===== config.mk =====
export PLATFORM = sky130hd
export DESIGN_NAME = sar_adc_ctrl
export DESIGN_NICKNAME = d
export VERILOG_FILES = /design/src/rtl/sar_adc_ctrl.sv
export SDC_FILE = /design/constraint.sdc
export NUM_CORES = 1
export LEC_CHECK = 0
export CORE_AREA = 2 2 62 64
export DETAILED_ROUTE_END_ITERATION = 7
export DIE_AREA = 0 0 64 66
export HOLD_SLACK_MARGIN = 0.12
export PLACE_DENSITY_LB_ADDON = 0.2
export SKIP_CTS_REPAIR_TIMING = 1
export SYNTH_ARGS = -nofsm -noshare
export SYNTH_HDL_FRONTEND = slang
export SYNTH_SLANG_ARGS = --single-unit

===== constraint.sdc =====
create_clock -name clk -period 3.55 [get_ports clk]
set_input_delay 0.71 -clock clk [delete_from_list [all_inputs] [get_ports clk]]
set_output_delay 0.71 -clock clk [all_outputs]
set_load 0.03 [all_outputs]

===== src/rtl/sar_adc_ctrl.sv =====
// rtl/sar_adc_ctrl.sv - successive-approximation controller for the on-die SAR ADC
// Drives sample switch and cap-DAC trial code, returns a registered result with a valid strobe.
module sar_adc_ctrl #(
  parameter int WIDTH         = 8,
  parameter int SAMPLE_CYCLES = 4,
  parameter int SETTLE_CYCLES = 1
) (
  input  logic             clk,
  input  logic             rst,
  input  logic             start,
  input  logic             comp_in,
  output logic             sample_en,
  output logic [WIDTH-1:0] dac_code,
  output logic             busy,
  output logic [WIDTH-1:0] result,
  output logic             valid
);
  localparam int SCW = (SAMPLE_CYCLES > 1) ? $clog2(SAMPLE_CYCLES) : 1;
  localparam int STW = (SETTLE_CYCLES > 0) ? $clog2(SETTLE_CYCLES + 1) : 1;
  localparam int IW  = $clog2(WIDTH);

  typedef enum logic [1:0] {IDLE, SAMPLE, CONV, DONE} state_t;

  state_t           state, state_n;
  logic [SCW-1:0]   scnt, scnt_n;
  logic [STW-1:0]   tcnt, tcnt_n;
  logic [IW-1:0]    idx, idx_n;
  logic             sample_en_n, busy_n, valid_n;
  logic [WIDTH-1:0] dac_n, result_n, kept;

  always_ff @(posedge clk) begin
    if (rst) begin
      state     <= IDLE;
      scnt      <= '0;
      tcnt      <= '0;
      idx       <= '0;
      sample_en <= 1'b0;
      dac_code  <= '0;
      busy      <= 1'b0;
      result    <= '0;
      valid     <= 1'b0;
    end else begin
      state     <= state_n;
      scnt      <= scnt_n;
      tcnt      <= tcnt_n;
      idx       <= idx_n;
      sample_en <= sample_en_n;
      dac_code  <= dac_n;
      busy      <= busy_n;
      result    <= result_n;
      valid     <= valid_n;
    end
  end

  always_comb begin
    state_n     = state;
    scnt_n      = scnt;
    tcnt_n      = tcnt;
    idx_n       = idx;
    sample_en_n = sample_en;
    dac_n       = dac_code;
    busy_n      = busy;
    result_n    = result;
    valid_n     = 1'b0;
    kept        = dac_code;
    case (state)
      IDLE: begin
        if (start) begin
          state_n     = SAMPLE;
          busy_n      = 1'b1;
          sample_en_n = 1'b1;
          dac_n       = '0;
          scnt_n      = '0;
        end
      end
      SAMPLE: begin
        if (scnt == SCW'(SAMPLE_CYCLES - 1)) begin
          state_n     = CONV;
          sample_en_n = 1'b0;
          idx_n       = IW'(WIDTH - 1);
          dac_n       = WIDTH'(1) << (WIDTH - 1);
          tcnt_n      = '0;
        end else begin
          scnt_n = scnt + 1'b1;
        end
      end
      CONV: begin
        // comp_in only matters on the final cycle of each bit's settle window
        if (tcnt == STW'(SETTLE_CYCLES)) begin
          tcnt_n = '0;
          if (!comp_in) kept[idx] = 1'b0;
          if (idx == '0) begin
            state_n  = DONE;
            result_n = kept;
            valid_n  = 1'b1;
            dac_n    = '0;
          end else begin
            kept[idx - 1'b1] = 1'b1;
            dac_n            = kept;
            idx_n            = idx - 1'b1;
          end
        end else begin
          tcnt_n = tcnt + 1'b1;
        end
      end
      DONE: begin
        if (start) begin
          state_n     = SAMPLE;
          sample_en_n = 1'b1;
          dac_n       = '0;
          scnt_n      = '0;
        end else begin
          state_n = IDLE;
          busy_n  = 1'b0;
        end
      end
      default: state_n = IDLE;
    endcase
  end
endmodule


==> reports/qor_table.md <==
| Result | This run | Unit |
| --- | --- | --- |
| Outcome | completed | - |
| Maximum fanout encountered on the critical timing path | 5 | - |
| Delay contributed by the slowest stage of the critical path | 0.70 | ns |
| Nature of the critical path startpoint | register | - |
| Row Count | 22 | - |
| Synthesized cell area | 1525 | um2 |
| Unrepaired setup endpoints after global routing | no | - |
| Worst voltage drop across the vdd grid | 0.0002675 | V |
| DR pass1 iterations | 4 | - |
| Root buffer cell | sky130_fd_sc_hd__clkbuf_4 | - |
| Clock network latency to the later pin of the worst-skew pair | 0.32 | ns |
| # DRC | 0 | - |
| Layout cell share with drive strength beyond 1 | 0.07895 | - |
| HPWL after detailed placement | 2291 | um |
| Antenna diode instance count | 0 | - |
| Final worst path period share | 0.6060 | - |
| Initial standard-cell utilization of the core | 0.4295 | - |
| Number of instances in the synthesized netlist | 172 | - |
| Endpoint type of the worst setup path | primary output | - |
| Worst r2r path cells | 6 | - |
| Post-detailed-route via-to-cell ratio | 5.370 | - |
| Final net count | 204 | - |
| Signed area change from the synthesized netlist to the final layout | 17.23 | % |
| Number of cells on the worst hold path | 2 | - |
| Area enclosed by the die boundary | 4224 | um2 |
| Share of synthesized area occupied by flip-flops and latches | 0.3544 | - |
| First DRT Iteration DRCs | 78 | - |
| Top post-synthesis cells by area | sky130_fd_sc_hd__dfxtp_1 35%, sky130_fd_sc_hd__ha_1 7.4%, sky130_fd_sc_hd__a21oi_1 5.3%, sky130_fd_sc_hd__nor2_1 4.4%, sky130_fd_sc_hd__nand2_1 3.9% | - |
| Main synth FF type | sky130_fd_sc_hd__dfxtp_1 | - |
| Peak Freq | 0.4648 | GHz |
| Kind of critical path | reg -> out | - |
| Number of buffers on the longest clock path | 2 | - |
| Seq cells post-synth | 27 | - |
| Number of pins exceeding their max-slew limit in the final report | 0 | - |
| Die Ht | 66 | um |
| Worst slew margin | 0.6080 | - |
| Die Width | 64 | um |
| Number of maximum-capacitance constraint violations | 0 | - |
| Time the final worst path needs with I/O delays and setup | 2.151 | ns |
| CTS tree | built | - |
| Number of top-level pins | 23 | - |
| Critical Path Stages | 1 | - |
| Antenna viol nets, final | 0 | - |
| Final WL | 3151 | um |
| Post-DR wirelength/cell | 13.24 | um |
| Slew @ Worst Pin | 0.5872 | ns |
| Pin count of the biggest net entering global routing | 25 | - |
| YS warnings | 0 | - |
| Number of vias after detailed routing | 1278 | - |
| Setup TNS after final layout | 0 | ns |
| Critical-path top delay cell | sky130_fd_sc_hd__clkdlybuf4s50_1 | - |
| Standby leakage power | 0.6385 | nW |
| Required time of the critical path | 2.84 | ns |
| Total core area | 3551 | um2 |
| Share of the synthesized area in the top cell type | 0.3544 | - |
| Average footprint of a synthesized cell | 8.868 | um2 |
| Gp weighted congestion | 0.8262 | - |
| Final-report hold violation count | 0 | - |
| Number of antenna violations at the first check in global routing | 0 | - |
| Critical Path, Cell by Cell | clkdlybuf4s50_1 | - |
| Clock-pin slew on the worst setup and hold paths | 0.15 | ns |
| Number of flops mapped to enable cells by yosys | 0 | - |
| CP top delay family | buffers and inverters | - |
| Number of global-route vias before repair | 1229 | - |
| Biggest area consumer among synthesized cells | sky130_fd_sc_hd__dfxtp_1 | - |
| Yosys cell types | 46 | - |
| Buffers and inverters on the worst path | 1 | - |
| Async set-or-reset flop fraction in the synthesized netlist | 0 | - |
| TritonCTS Buffers | 3 | - |
| TritonCTS Sinks | 27 | - |
| Total power after layout | 1.214 | mW |
| IO buf count | 22 | - |
| Worst min path class | reg -> reg | - |
| Total routing resource utilization after global routing | 0.1649 | - |
| H-tree levels | 1 | - |
| Global-route wire length before repair | 5602 | um |
| Total power per unit cell area | 678.7 | nW/um2 |
| Final setup fails | 0 | - |
| Post-route clock skew | 0.007345 | ns |
| Critical Path AT | 1.44 | ns |
| Mapped Nets | 185 | - |
| GRT overflow | 0 | - |
## worst paths after layout
path | start | endpoint | slack [ns]
setup / recovery | dac_code[4] | dac_code[4] | 1.40
hold / removal | result[3] | result[3] | 0.46
setup reg to reg | idx[0] | dac_code[3] | 1.56
hold reg to reg | result[3] | result[3] | 0.46
## where the power goes
part           leakage [nW]  total [mW]  switching (mW)  internal, mW
logic                 0.404       0.654           0.380         0.274
registers             0.219       0.426          0.0760         0.350
clock network        0.0150       0.134          0.0902        0.0439
total                 0.639        1.21           0.546         0.668
## cells by family after synthesis
logic type | synth area share
buf+inv | 0.05332
fa+ha+maj | 0.07383
xor+xnor | 0.01149
mux | 0.01969
compound gates | 0.2453
flops | 0.3544
simple gates | 0.2420
## sequential cells by signal, summed over array words and instances (netlist names)
register   flops
valid          1
dac_code       8
sample_en      1
busy           1
tcnt           1
idx            3
state          2
result         8
scnt           2
## per-layer routing
metal  routed length, um  vias to the layer above  GRT usage
met3                 113                        2    0.02044
li1                    -                      649          -
met4                  13                        0    0.03261
met1                1532                      603     0.2206
met2                1491                       24     0.2852
met5                   0                        -          0
## through the flow
stage	hold slack, ns	worst slack, ns	instances	util	area [um2]
after detailed placement	0.4481	1.288	234	0.4961	1762
after global routing	0.4950	1.332	238	0.5035	1788
after global placement	0.4378	1.305	234	0.4961	1762
final	0.4640	1.399	238	0.5035	1788
after floorplan	0.4498	1.872	172	-	1525
after CTS	0.4663	1.397	238	0.5035	1788
## placed cells by master, fill, tap and decap left out, types with 3 or more instances in the layout
cell type and n:
sky130_fd_sc_hd__nand2b_1 7, sky130_fd_sc_hd__ha_1 9, sky130_fd_sc_hd__o21bai_1 3, sky130_fd_sc_hd__inv_1 7, sky130_fd_sc_hd__clkbuf_4 3, sky130_fd_sc_hd__clkdlybuf4s50_1 22
sky130_fd_sc_hd__nand3_1 3, sky130_fd_sc_hd__mux2i_1 3, sky130_fd_sc_hd__nand2_1 16, sky130_fd_sc_hd__dfxtp_1 27, sky130_fd_sc_hd__a21oi_1 16, sky130_fd_sc_hd__nor2_1 18
sky130_fd_sc_hd__nand3b_1 3, sky130_fd_sc_hd__nor3_1 5, sky130_fd_sc_hd__a32o_1 4, sky130_fd_sc_hd__o21ai_0 3
## Yosys cell counts (2+ instances only)
cell	number
sky130_fd_sc_hd__a211oi_1	2
sky130_fd_sc_hd__a21o_1	2
sky130_fd_sc_hd__a21oi_1	16
sky130_fd_sc_hd__a22o_1	2
sky130_fd_sc_hd__a31oi_1	2
sky130_fd_sc_hd__a32o_1	4
sky130_fd_sc_hd__buf_2	8
sky130_fd_sc_hd__dfxtp_1	27
sky130_fd_sc_hd__ha_1	9
sky130_fd_sc_hd__inv_1	7
sky130_fd_sc_hd__mux2i_1	3
sky130_fd_sc_hd__nand2_1	16
sky130_fd_sc_hd__nand2b_1	7
sky130_fd_sc_hd__nand3_1	3
sky130_fd_sc_hd__nand3b_1	3
sky130_fd_sc_hd__nand4b_1	2
sky130_fd_sc_hd__nor2_1	18
sky130_fd_sc_hd__nor2b_1	2
sky130_fd_sc_hd__nor3_1	5
sky130_fd_sc_hd__o21ai_0	3
sky130_fd_sc_hd__o21bai_1	3
sky130_fd_sc_hd__o22ai_1	2
sky130_fd_sc_hd__o31ai_1	2
sky130_fd_sc_hd__or2_2	2
## cell type report
class / count / area, um2
Multi-Input combinational cell: 128 / 903.4
Inverter: 8 / 30.03
Clock buffer: 4 / 26.28
Tap cell: 48 / 60.06
Fill cell: 318 / 1763
Sequential cell: 27 / 540.5
Timing Repair Buffer: 23 / 227.7
No activity file was read; power rests on OpenSTA's default activity.
